--- src/rtl/m10k_stream_port.sv ---
// Burst sequencer in front of the M10K wrapper: one command becomes a run of single-word
// accesses; a small FIFO absorbs the RAM read latency when the consumer applies backpressure.
module m10k_stream_port #(
   parameter int ADDR_W     = 8,
   parameter int DATA_W     = 32,
   parameter int RD_LAT     = 1,
   parameter int FIFO_DEPTH = 2
) (
   input  logic              clock,
   input  logic              reset_L,
   input  logic              cmd_valid,
   output logic              cmd_ready,
   input  logic              cmd_rw,
   input  logic [ADDR_W-1:0] cmd_base,
   input  logic [ADDR_W:0]   cmd_len,
   input  logic              in_valid,
   input  logic [DATA_W-1:0] in_data,
   output logic              in_ready,
   output logic              out_valid,
   output logic [DATA_W-1:0] out_data,
   input  logic              out_ready,
   output logic              done,
   output logic              mem_read,
   output logic              mem_write,
   output logic [ADDR_W-1:0] mem_address,
   output logic [DATA_W-1:0] mem_writedata,
   input  logic [DATA_W-1:0] mem_readdata
);
   localparam int CNT_W = $clog2(FIFO_DEPTH + 1);
   localparam int PTR_W = (FIFO_DEPTH > 1) ? $clog2(FIFO_DEPTH) : 1;
   localparam logic [ADDR_W:0] MAX_LEN  = {1'b1, {ADDR_W{1'b0}}};
   localparam logic [CNT_W:0]  FIFO_LIM = (CNT_W + 1)'(FIFO_DEPTH);

   typedef enum logic [1:0] {S_IDLE, S_WRITE, S_READ, S_DONE} state_t;
   state_t r_state, w_state_nxt;

   logic [ADDR_W-1:0] r_base;
   logic [ADDR_W:0]   r_len;
   logic [ADDR_W:0]   r_beat;
   logic [ADDR_W:0]   r_issued;
   logic [RD_LAT-1:0] r_rd_pipe;
   logic [CNT_W-1:0]  r_inflight;
   logic [CNT_W-1:0]  r_count;
   logic [PTR_W-1:0]  r_wptr;
   logic [PTR_W-1:0]  r_rptr;
   logic [DATA_W-1:0] r_fifo [FIFO_DEPTH];

   logic              w_cmd_fire;
   logic              w_push;
   logic              w_pop;
   logic              w_last_beat;
   logic [ADDR_W:0]   w_len_sat;
   logic [CNT_W:0]    w_occ;

   function automatic logic [PTR_W-1:0] ptr_inc(input logic [PTR_W-1:0] p);
      return (p == PTR_W'(FIFO_DEPTH - 1)) ? '0 : p + 1'b1;
   endfunction

   assign w_len_sat   = (cmd_len > MAX_LEN) ? MAX_LEN : cmd_len;
   assign w_cmd_fire  = cmd_valid & cmd_ready;
   assign out_valid   = (r_count != '0);
   assign out_data    = out_valid ? r_fifo[r_rptr] : '0;
   assign w_pop       = out_valid & out_ready;
   assign w_push      = r_rd_pipe[RD_LAT-1];
   assign w_last_beat = (r_beat == r_len - 1'b1);

   // Slots committed after this cycle's pop: words in flight plus words already buffered.
   assign w_occ = ({1'b0, r_inflight} + {1'b0, r_count}) - {{CNT_W{1'b0}}, w_pop};

   always_comb begin
      w_state_nxt   = r_state;
      cmd_ready     = 1'b0;
      in_ready      = 1'b0;
      done          = 1'b0;
      mem_read      = 1'b0;
      mem_write     = 1'b0;
      mem_address   = '0;
      mem_writedata = '0;
      case (r_state)
         S_IDLE: begin
            cmd_ready = 1'b1;
            if (cmd_valid) begin
               if (w_len_sat == '0) w_state_nxt = S_DONE;
               else if (cmd_rw)     w_state_nxt = S_WRITE;
               else                 w_state_nxt = S_READ;
            end
         end
         S_WRITE: begin
            in_ready = 1'b1;
            if (in_valid) begin
               mem_write     = 1'b1;
               mem_address   = r_base + r_beat[ADDR_W-1:0];
               mem_writedata = in_data;
               if (w_last_beat) w_state_nxt = S_DONE;
            end
         end
         S_READ: begin
            if ((r_issued < r_len) && (w_occ < FIFO_LIM)) begin
               mem_read    = 1'b1;
               mem_address = r_base + r_issued[ADDR_W-1:0];
            end
            if (w_pop && w_last_beat) w_state_nxt = S_DONE;
         end
         S_DONE: begin
            done        = 1'b1;
            w_state_nxt = S_IDLE;
         end
         default: w_state_nxt = S_IDLE;
      endcase
   end

   always_ff @(posedge clock) begin
      if (!reset_L) begin
         r_state    <= S_IDLE;
         r_base     <= '0;
         r_len      <= '0;
         r_beat     <= '0;
         r_issued   <= '0;
         r_rd_pipe  <= '0;
         r_inflight <= '0;
         r_count    <= '0;
         r_wptr     <= '0;
         r_rptr     <= '0;
      end else begin
         r_state   <= w_state_nxt;
         r_rd_pipe <= (r_rd_pipe << 1) | RD_LAT'(mem_read);
         if (w_cmd_fire) begin
            r_base   <= cmd_base;
            r_len    <= w_len_sat;
            r_beat   <= '0;
            r_issued <= '0;
         end else begin
            // Beats count accepted writes in WRITE and popped words in READ.
            if (mem_write || w_pop) r_beat <= r_beat + 1'b1;
            if (mem_read)           r_issued <= r_issued + 1'b1;
         end
         case ({mem_read, w_push})
            2'b10:   r_inflight <= r_inflight + 1'b1;
            2'b01:   r_inflight <= r_inflight - 1'b1;
            default: r_inflight <= r_inflight;
         endcase
         case ({w_push, w_pop})
            2'b10:   r_count <= r_count + 1'b1;
            2'b01:   r_count <= r_count - 1'b1;
            default: r_count <= r_count;
         endcase
         if (w_push) r_wptr <= ptr_inc(r_wptr);
         if (w_pop)  r_rptr <= ptr_inc(r_rptr);
      end
   end

   always_ff @(posedge clock) begin
      if (w_push) r_fifo[r_wptr] <= mem_readdata;
   end

endmodule
--- config.mk ---
export PLATFORM = sky130hd
export DESIGN_NAME = m10k_stream_port
export DESIGN_NICKNAME = d
export VERILOG_FILES = /design/src/rtl/m10k_stream_port.sv
export SDC_FILE = /design/constraint.sdc
export NUM_CORES = 1
export LEC_CHECK = 0
export CAP_MARGIN = 25
export CORE_MARGIN = 4
export CORE_UTILIZATION = 52
export DETAILED_ROUTE_END_ITERATION = 8
export PLACE_DENSITY_LB_ADDON = 0.08
export SYNTH_ARGS = -nofsm -noshare
export SYNTH_HDL_FRONTEND = slang
export SYNTH_SLANG_ARGS = --single-unit
export TNS_END_PERCENT = 10
--- constraint.sdc ---
create_clock -name clock -period 9.45 [get_ports clock]
set_clock_uncertainty 0.1 [all_clocks]
set_input_delay 1.89 -clock clock [delete_from_list [all_inputs] [get_ports clock]]
set_output_delay 1.89 -clock clock [all_outputs]
set_load 0.05 [all_outputs]
==> flow_metrics.py <==
metrics = {
    "sta": {
        "setup_slack_ps": 1570,
        "fin_setup_tns_ps": 0,
        "finalSetupViolations": 0,
        "grt_setup_unrepaired": "no",
        "relSlewSlack_pct": 34.8,
        "tightestPinTransition_ps": 978,
        "finalMaxSlewViolations": 0,
        "min_period_ps": 7880,
        "finalCritPeriodShare_pct": 83.3,
        "hold_viol_final": 0,
        "max_freq_mhz": 127,
    },
    "detailed_routing": {
        "firstDrtPassIters": 5,
        "vias": 4552,
        "wl_per_cell_um": 16.8,
        "antenna_left": 0,
        "wirelength_um": 14200,
        "drc_errors": 0,
        "routed_via_density": 5.36,
        "drt_first_iter_violations": 260,
    },
    "synthesis": {
        "async_reset_ff_share_pct": 0,
        "synth-seq-area-share_pct": 49.1,
        "yosys_warnings": 0,
        "ys_seq_elements": 109,
        "synth_top_flop_cell": "edfxtp_1",
        "synth_nets": 672,
        "synth_edf_count": 64,
        "syn_inst": 548,
        "synth_area_um2": 5750,
        "yosys.cell_types.count": 57,
        "avgSynthCellArea_um2": 10.5,
    },
    "power": {
        "vdd_drop_max_mv": 0.137,
        "cellLeakagePower_nw": 2.89,
        "p_per_area_nw_per_um2": 210,
    },
    "clocking": {
        "cts.sinks": 109,
        "cts_buffer_depth": 2,
        "cts_tree": "yes",
        "cts_resized": 0,
        "postCtsSetupBuffers": 0,
        "cts_hold_buf": 0,
        "h-tree-depth": 3,
        "cts_root_buf": "clkbuf_8",
        "cts.clk_slew.worst_paths_ps": 100,
        "clock_latency_ps": 370,
        "cts_buffers": 9,
    },
    "critical_path": {
        "ff2ff_setup_slack_ps": 5380,
        "path_delay_family": "buffers and inverters",
        "path_buf_inv": 4,
        "crit_slowest_cell": "clkdlybuf4s50_1",
        "cp-start-kind": "input pin",
        "crit_required_ps": 7460,
        "arrival_ps": 5890,
        "crit_chain": "clkdlybuf4s50_1 > nand2_1 > inv_1 > ha_1 > nand2b_1 > fa_1 > xor2_1 > nand4b_1 > a221oi_1 > o21ai_1 > inv_1 > a22oi_1 > nor2_1 > clkdlybuf4s50_1",
        "worstSetupPathType": "input pin to primary output",
        "max_stage_delay_ps": 800,
        "endpoint_kind": "primary output",
        "worstPathMaxFanout": 14,
    },
    "hold_path": {
        "min_path_type": "flop to flop",
    },
    "grt": {
        "grt_max_degree": 36,
        "grt_pass1_wl_um": 22700,
        "grt_pass1_vias": 4588,
        "gr-total-overflow": 0,
        "grt_usage_pct": 22.2,
        "antenna_found_initial": 0,
    },
    "place": {
        "pre_cts_slack_ps": 1600,
        "place.gp.congestion": 0.882,
        "portBuffers": 164,
        "placedCellCount": 833,
        "dp_hpwl_um": 10700,
        "place_area_um2": 7510,
    },
    "final_layout": {
        "postLayoutCellArea_um2": 7700,
        "drive_gt1_share_pct": 4.51,
        "diodes": 0,
        "synthToLayoutAreaGrowth_pct": 34.0,
        "fillers": 804,
        "fin_cells": 849,
        "fin_nets": 828,
    },
    "floorplan": {
        "ioPinCount": 165,
        "core_area_um2": 10800,
        "start_util_pct": 53.0,
        "num_rows": 38,
        "fp.dieW_um": 113,
        "die_h_um": 113,
        "dieArea_um2": 12800,
    },
    "run_status": {
        "outcome": "finished clean",
    },
    "flow_run": {
        "cap_violations": 0,
    },
}
[area by class of cell]
type	instances	area, µm²	area share (%)
Clock buffer	9	124	1.61
Clock inverter	7	67.6	0.877
Inverter	30	113	1.46
Multi-Input combinational cell	386	2730	35.4
Sequential cell	109	2820	36.7
Tap cell	140	175	2.27
Timing Repair Buffer	168	1670	21.7
[metrics by stage]
stage          util (%)  hold slack (ps)  power, mW
2_1_floorplan         -              364       1.11
3_5_place_dp       69.3              391       1.36
3_3_place_gp       69.3              375       1.34
4_1_cts            71.0              406       1.63
5_1_grt            71.0              440       1.71
6_report           71.0              405       1.62
[per-layer routing]
metal / up-vias / GRT usage (%) / wire (µm)
met5: - / 0 / 0
met4: 0 / 7.61 / 336
met3: 27 / 3.80 / 663
met2: 133 / 40.4 / 7430
met1: 2136 / 26.5 / 5810
li1: 2256 / - / -
[kinds of logic after synthesis]
| family | after synthesis | synth area share (%) |
|---|---|---|
| simple gates | 191 | 16.6 |
| compound gates | 84 | 10.1 |
| mux | 36 | 6.29 |
| xor+xnor | 38 | 5.79 |
| fa+ha+maj | 37 | 8.45 |
| buf+inv | 53 | 3.64 |
| flops | 109 | 49.1 |
[worst paths after layout]
check / to / cells after the start / startpoint
hold / removal: r_base[3] / 2 / r_base[3]
hold reg to reg: r_base[3] / 2 / r_base[3]
setup / recovery: mem_address[1] / 14 / out_ready
setup reg to reg: r_inflight[1] / 15 / r_count[0]
[cells in the mapped netlist, types with 7 or more instances]
cell type  instances  area (µm²)
a21boi_0          12        90.1
a21o_1             8        60.1
a21oi_1           15        75.1
a22oi_1            7        52.6
and2_1             7        43.8
and3_1            34         213
clkbuf_1          17        63.8
dfxtp_1           45         901
edfxtp_1          64        1920
ha_1              34         425
inv_1             29         109
mux2i_1           35         350
nand2_1           52         195
nor2_1            57         214
o21ai_0           14        70.1
xnor2_1           25         219
xor2_1            13         114
[cells in the final DEF (no fill, tap or decap), drive strengths merged, types with 2 or more instances in the layout]
cell	Yosys	final
nand3	6	6
a21oi	16	16
clkdlybuf4s50	0	164
o21bai	4	4
a22oi	7	7
o22ai	2	2
nand2	52	52
fa	3	3
o311ai	2	2
nor2	57	57
nor3	6	6
nor4	4	4
dfxtp	45	45
o21ai	16	16
inv	29	32
nand4	5	5
nor3b	4	4
and2	8	8
a21boi	12	12
xor2	13	13
ha	34	34
o221ai	2	2
o21a	2	2
mux2i	35	35
xnor2	25	25
edfxtp	64	64
clkinv	1	5
nand2b	4	4
and3	34	34
or3	6	6
a21o	8	8
buf	6	4
o41ai	2	2
o31ai	2	2
a2111oi	3	3
clkbuf	17	9
[worst reg2reg max path: stages (launching register included)]
cell,delay (ps)
dfxtp_1,370
nor2_2,90
buf_4,330
inv_1,110
nand2_1,230
inv_1,110
ha_1,280
nand2b_1,150
fa_1,380
xor2_1,160
nand4b_1,120
a221oi_1,290
o21ai_1,340
ha_1,430
or3_1,350
a21boi_0,160
[flip-flops by register name, summed over array words and instances, names as in the netlist, named ones only]
register	flops
r_base	8
r_beat	9
r_count	2
r_fifo	64
r_inflight	2
r_issued	9
r_len	9
r_rd_pipe	1
r_rptr	1
r_state	2
r_wptr	1
[where the power goes]
group	switching [mW]	internal, mW
clock network	0.165	0.102
registers	0.0478	0.542
logic	0.482	0.277
No activity file was read; power rests on OpenSTA's default activity.
